[src/rtl/bus_arbiter_2m.sv]
// ---------------------------------------------------------------------------
// bus_arbiter_2m
// Two-master bus arbiter with a one-cycle turnaround between owners and a
// hold limit that revokes an owner that keeps the bus while the other master
// is waiting.
//
// Parameters
//   MAX_HOLD     maximum consecutive contended owner cycles (2..255)
// Ports
//   clk          system clock, rising edge
//   rstn         asynchronous active-low reset
//   breq_0/1     bus requests from master 0 / master 1
//   bgnt_0/1     bus grants to master 0 / master 1 (registered)
//   sel          ADDR/control mux select: 01 = master 0, 10 = master 1, 00 = idle
//   bus_busy     high while either master owns the bus
//   timeout_err  one-cycle pulse when an owner is revoked at the hold limit
// ---------------------------------------------------------------------------
module bus_arbiter_2m #(
  parameter int MAX_HOLD = 16
) (
  input  logic       clk,
  input  logic       rstn,
  input  logic       breq_0,
  input  logic       breq_1,
  output logic       bgnt_0,
  output logic       bgnt_1,
  output logic [1:0] sel,
  output logic       bus_busy,
  output logic       timeout_err
);

  typedef enum logic [1:0] {
    IDLE = 2'd0,
    OWN0 = 2'd1,
    OWN1 = 2'd2,
    TURN = 2'd3
  } state_t;

  localparam logic [7:0] HOLD_LAST = 8'(MAX_HOLD - 1);

  state_t     state;
  logic       last_owner;
  logic [7:0] hold_cnt;

  state_t     nxt_state;
  logic       nxt_last;
  logic [7:0] nxt_cnt;
  logic       nxt_timeout;

  // Tie goes to the master that did not own the bus last.
  function automatic state_t arbitrate(input logic r0, input logic r1,
                                       input logic lo);
    state_t s;
    if (r0 && r1)  s = lo ? OWN0 : OWN1;
    else if (r0)   s = OWN0;
    else if (r1)   s = OWN1;
    else           s = IDLE;
    return s;
  endfunction

  always_comb begin
    nxt_state   = state;
    nxt_last    = last_owner;
    nxt_cnt     = hold_cnt;
    nxt_timeout = 1'b0;
    unique case (state)
      IDLE, TURN: begin
        nxt_state = arbitrate(breq_0, breq_1, last_owner);
        nxt_cnt   = '0;
      end
      OWN0: begin
        // A release at the same edge as the limit is a plain release.
        if (!breq_0) begin
          nxt_state = TURN;
          nxt_last  = 1'b0;
        end else if (breq_1) begin
          if (hold_cnt == HOLD_LAST) begin
            nxt_state   = TURN;
            nxt_last    = 1'b0;
            nxt_timeout = 1'b1;
          end else begin
            nxt_cnt = hold_cnt + 8'd1;
          end
        end
      end
      OWN1: begin
        if (!breq_1) begin
          nxt_state = TURN;
          nxt_last  = 1'b1;
        end else if (breq_0) begin
          if (hold_cnt == HOLD_LAST) begin
            nxt_state   = TURN;
            nxt_last    = 1'b1;
            nxt_timeout = 1'b1;
          end else begin
            nxt_cnt = hold_cnt + 8'd1;
          end
        end
      end
    endcase
  end

  // Outputs are registered from the next state so they track the state
  // register exactly, with no path from the requests to any output.
  always_ff @(posedge clk or negedge rstn) begin
    if (!rstn) begin
      state       <= IDLE;
      last_owner  <= 1'b1;
      hold_cnt    <= '0;
      bgnt_0      <= 1'b0;
      bgnt_1      <= 1'b0;
      sel         <= 2'b00;
      bus_busy    <= 1'b0;
      timeout_err <= 1'b0;
    end else begin
      state       <= nxt_state;
      last_owner  <= nxt_last;
      hold_cnt    <= nxt_cnt;
      bgnt_0      <= (nxt_state == OWN0);
      bgnt_1      <= (nxt_state == OWN1);
      sel         <= {nxt_state == OWN1, nxt_state == OWN0};
      bus_busy    <= (nxt_state == OWN0) || (nxt_state == OWN1);
      timeout_err <= nxt_timeout;
    end
  end

endmodule

[config.mk]
export PLATFORM = sky130hd
export DESIGN_NAME = bus_arbiter_2m
export DESIGN_NICKNAME = d
export VERILOG_FILES = /design/src/rtl/bus_arbiter_2m.sv
export SDC_FILE = /design/constraint.sdc
export NUM_CORES = 1
export LEC_CHECK = 0
export BUFFER_PORTS_ARGS = -buffer_cell sky130_fd_sc_hd__buf_4
export CAP_MARGIN = 40
export CORE_MARGIN = 8
export CORE_UTILIZATION = 45
export CTS_BUF_LIST = sky130_fd_sc_hd__clkbuf_4
export DETAILED_ROUTE_END_ITERATION = 10
export HOLD_SLACK_MARGIN = 0.08
export PLACE_DENSITY = 0.68
export SLEW_MARGIN = 20
export SYNTH_ARGS = -nofsm -noshare
export SYNTH_HDL_FRONTEND = slang
export SYNTH_SLANG_ARGS = --single-unit
[constraint.sdc]
create_clock -name clk -period 2.82 [get_ports clk]
set_clock_uncertainty 0.1 [all_clocks]
set_input_delay 0.423 -clock clk [delete_from_list [all_inputs] [get_ports clk]]
set_output_delay 0.423 -clock clk [all_outputs]
set_load 0.02 [all_outputs]
# Yosys cells after proc, flatten, opt, wreduce, memory -nomap -nowiden
# Cells that the tools add are included.
# totals
ff_bits,17
latchBits,0
ramBits,0
rom_bits,0
inputBits,4
out_inout_bits,6
wordCells,59
mem_count,0
# op_classes
n_addsub,1
mul,0
div_mod_pow,0
order_cmp,0
n_eq_ne,14
shift,0
mux,29
n_bitwise,0
n_reduce_logical,7
# op_table
operator,count
8-bit 2-to-1 mux,5
8-bit case mux with 3 select lines,1
2-bit 2-to-1 mux,9
"3-bit != test, second input constant",4
1-bit 2-to-1 mux,11
"8-bit by 1-bit adder with 8-bit output, second input constant",1
"8-bit by 4-bit == test with 1-bit output, second input constant",1
"2-bit != test, second input constant",4
"2-bit == test, second input constant",3
2-bit case mux with 3 select lines,1
5-bit AND reduction,1
"2-bit by 1-bit == test with 1-bit output, second input constant",2
1-bit case mux with 2 select lines,2
4-bit AND reduction,1
2-bit logical NOT,1
2-bit nonzero test,1
2-bit OR reduction,1
1-bit logical AND,1
1-bit logical OR,1

# Depth between registers and ports, before layout
# depth
depth_word,7
ltp_mapped,8
mapped_depth_nobuf,8

# Worst setup path before layout
# No wires, ideal clock.
# synth_timing
path_type,reg2reg
startpoint,register hold_cnt[0]
endpoint,register bus_busy
setup_time_ns,0.113
arrival_ns,1.892
t_required_ns,2.607
path_slack_ns,0.715
path_stages_with_launch,9
path_buffers,1
synth_period_minus_slack_ns,2.105
cell_sequence,dfrtp_1 -> ha_1 -> and3_4 -> buf_6 -> and2_4 -> o31a_1 -> mux2_2 -> ha_1 -> inv_1
# synth_via
elab_chain_len,7
word_cells_on_any_way,10
cone_classes,eq/ne: 3; mux: 6; reduce/logical: 1
# synth_lines
item,line,source
from (decl),43,logic [7:0] hold_cnt;
from (signal assigned),118,hold_cnt <= nxt_cnt;
8-bit by 4-bit == test with 1-bit output (*),"77, 91",
2-bit 2-to-1 mux (*),"77, 91",
"2-bit 2-to-1 mux, on equally long branches","90, 76",
"2-bit 2-to-1 mux, on equally long branches","87, 73",
2-bit case mux with 3 select lines (*),66,unique case (state)
2-bit by 1-bit == test with 1-bit output / 2-bit == test (equally long branches),122,bus_busy <= (nxt_state == OWN0) || (nxt_state == OWN1);
1-bit logical OR (*),122,
to (signal assigned),122,
to (decl),28,"output logic bus_busy,"
# Every way passes the cells marked *; elsewhere a longest branch is shown, timed or not.
# A chain may end at the register's enable or synchronous reset.

# Worst setup path in the final report
# Ends and elaborated chain as after synthesis.

==> run metrics <==
layer with the highest usage=met2; Post-CTS Resized=0; Design Power=0.000954 W; sequential fraction of design power=about a third; Tot GR Track Use=10.7%; sequential area share after synthesis=41.1%; drt first-iter violations=16; final core occ=between 50% and 60%; # port buffers=9; # DRC=0; chip width=approximately 61 um; met2 Use GR=between 15 and 20%; post-route setup slack=just under 700 ps; Reg clk slew, reported paths=approximately 90 ps; Avg Cell Area, Syn=9.64 um2; Main synth FF type=dfrtp_1; Max Clk Rate=~470 MHz; CTS Buffer Depth=2; Starting Density=between 40% and 50%; Worst R2R Path Depth=7; GP Congestion=~0.76; Leak=~0.46 nW; Max-slew headroom=70.4%; WHS Endpoint=last_owner$_DFFE_PN1P_; leading cell types in the layout, fill and taps excluded=dfrtp_1, nand2_1, buf_4, o21ai_1, a21oi_1; die area=around 3700 um2; crit start category=flop; Clock Latency Late Sink=between 200 and 300 ps; number of distinct library cells after synthesis=40; minimum clock period=about 2100 ps; FFs w/ async S/R, synth=100%; Inserted Clock Buffers=3; CTS Sinks=15; vias in the first global route=~660; setup TNS=0 ps; Slew Limit Fails=0; CTS tree=built; Avg WL per Cell=around 14 um; final period utilization=about three quarters; antenna violations before repair=0; kind of critical path=reg -> reg; status=complete, no violations; Max-Cap Viols=0; Post-Synthesis Cells=95; syn_nets=between 100 and 150; Final Hold Fails=0; hold path depth=2; total net switching power=about 0.0004 W; Worst R2R Setup Slack=slightly below 700 ps; min-delay src=breq_1; Root Buffer=clkbuf_4; Nets=about 110; drt pass-1 iters=4; CP endpoint kind=flop; met3 GRT Util=roughly 2.7%; Worst Path Arrival=between 2000 and 2500 ps; # fillers=just under 200; postcts setup bufs=0; Hold WC Path Type=in -> reg; worst vdd ir=approximately 0.50 mV; warnings from Yosys=0; I/O pins=10; CTS H-tree lvls=1; std cell rows=16; Post-Route WL=between 1500 and 2000 um; Required @ worst endpoint=around 2900 ps; Critical path origin=hold_cnt[0]$_DFFE_PN0P_; Post-synth EDFFs=0; grt ovf=0; Int Pwr=~0.00055 W; PwrDens=roughly 940 nW/um2; clock network power share=14.0%; M1 GR Usage=between 10% and 20%; most common cell after layout, fill and taps aside=dfrtp_1; Logic pwr share=about 52%; Synth-to-Final Area Change=11.1%; Placed Cells=124; Die Ht=between 60 and 70 um; via count=around 700; post-route antenna net violation count=0; Setup Viol. Count Final=0; Antenna Diode Count=0; r2r endpoint=bus_busy$_DFF_PN0_; post-DP HPWL=approximately 1300 um; first-pass GRT wire length=between 2000 and 3000 um; Switching Share=a little over two fifths; non-filler cells, final=~130; Worst Tran Pin Value=around 440 ps; RSZ-0062 raised after global routing=no; Crit Path Max Fanout=7; Setup WS pre-CTS=between 700 and 800 ps; routed vias/inst=5.58; synthesis-stage register bit count=15; largest net degree at the start of global routing=16; Core Region=approximately 1900 um2; layout cells sized above 1=between 20% and 30%; mapped cell area=916 um2; Reg2Reg Launch Point=hold_cnt[0]$_DFFE_PN0P_
[registers in the layout (all words and copies together) (netlist names)]
signal and count:
hold_cnt 8, bus_busy 1, sel 1, bgnt_1 1, state 2, last_owner 1, timeout_err 1
[power groups by stage]
stage               Sequential [W]  Clock, W  Combinational, W
finish                    0.000326  0.000133          0.000494
global route              0.000333  0.000147          0.000558
CTS                       0.000325  0.000140          0.000496
detailed placement        0.000328         0          0.000491
global placement          0.000325         0          0.000482
floorplan                 0.000341         0          0.000360
[worst max path at each step]
stage                               to  slack (ps)  depth (start not counted)
global route        bus_busy$_DFF_PN0_         610                          7
detailed placement  bus_busy$_DFF_PN0_         720                          7
floorplan           bus_busy$_DFF_PN0_         720                          8
global placement    bus_busy$_DFF_PN0_         760                          7
CTS                 bus_busy$_DFF_PN0_         690                          7
finish              bus_busy$_DFF_PN0_         690                          7
[cells in the mapped netlist (all sizes together), types with 3 or more instances]
library cell,n,share of area (%)
o31ai,3,2.5
a21oi,6,3.3
nor2,4,1.6
buf,5,4.0
nand2,10,4.1
dfrtp,14,38
nand3,3,1.6
ha,4,5.5
clkbuf,3,1.2
inv,3,1.2
o21ai,8,4.4
[cell families after synthesis]
logic type	after synthesis	share of synthesized area, %
buffers and inverters	11	6.42
and+or+nand+nor	33	21.9
AOI/OAI and AO/OA	28	20.5
adders and majority gates	4	5.46
DFF	15	41.1
muxes	4	4.64
[timing repair]
item | in CTS | in global routing
hold endpoints to repair | 14 | 0
endpoints found under the setup margin | 0 | 0
hold buffers | 1 | 0
[per-layer routing]
layer,up-vias,routed length [um]
met5,-,0
met4,0,32
met3,4,90
met2,14,825
met1,343,845
li1,359,-
[metrics by stage]
| stage | instance area [um2] | hold WS, ps |
|---|---|---|
| final | 1020 | 252 |
| after global routing | 1020 | 274 |
| after CTS | 1020 | 242 |
| after detailed placement | 977 | 186 |
| after global placement | 977 | 183 |
| after floorplan | 916 | 27.4 |
[area by class of cell]
type	count	area (um2)	share of cell area [%]
repair buffers	11	85.1	8.36
multi-input cells	69	480	47.2
well taps	27	33.8	3.32
clock buffers	4	30.0	2.95
flip-flops and latches	15	377	37.0
inverters	3	11.3	1.11
[critical path, stage by stage, from the launching register on]
cell and delay (ps):
dfrtp_1 440, ha_1 250, and3_4 210, and2_4 160, o31a_1 310, mux2_2 270
ha_1 270, inv_1 30
No activity file was read; power rests on OpenSTA's default activity.
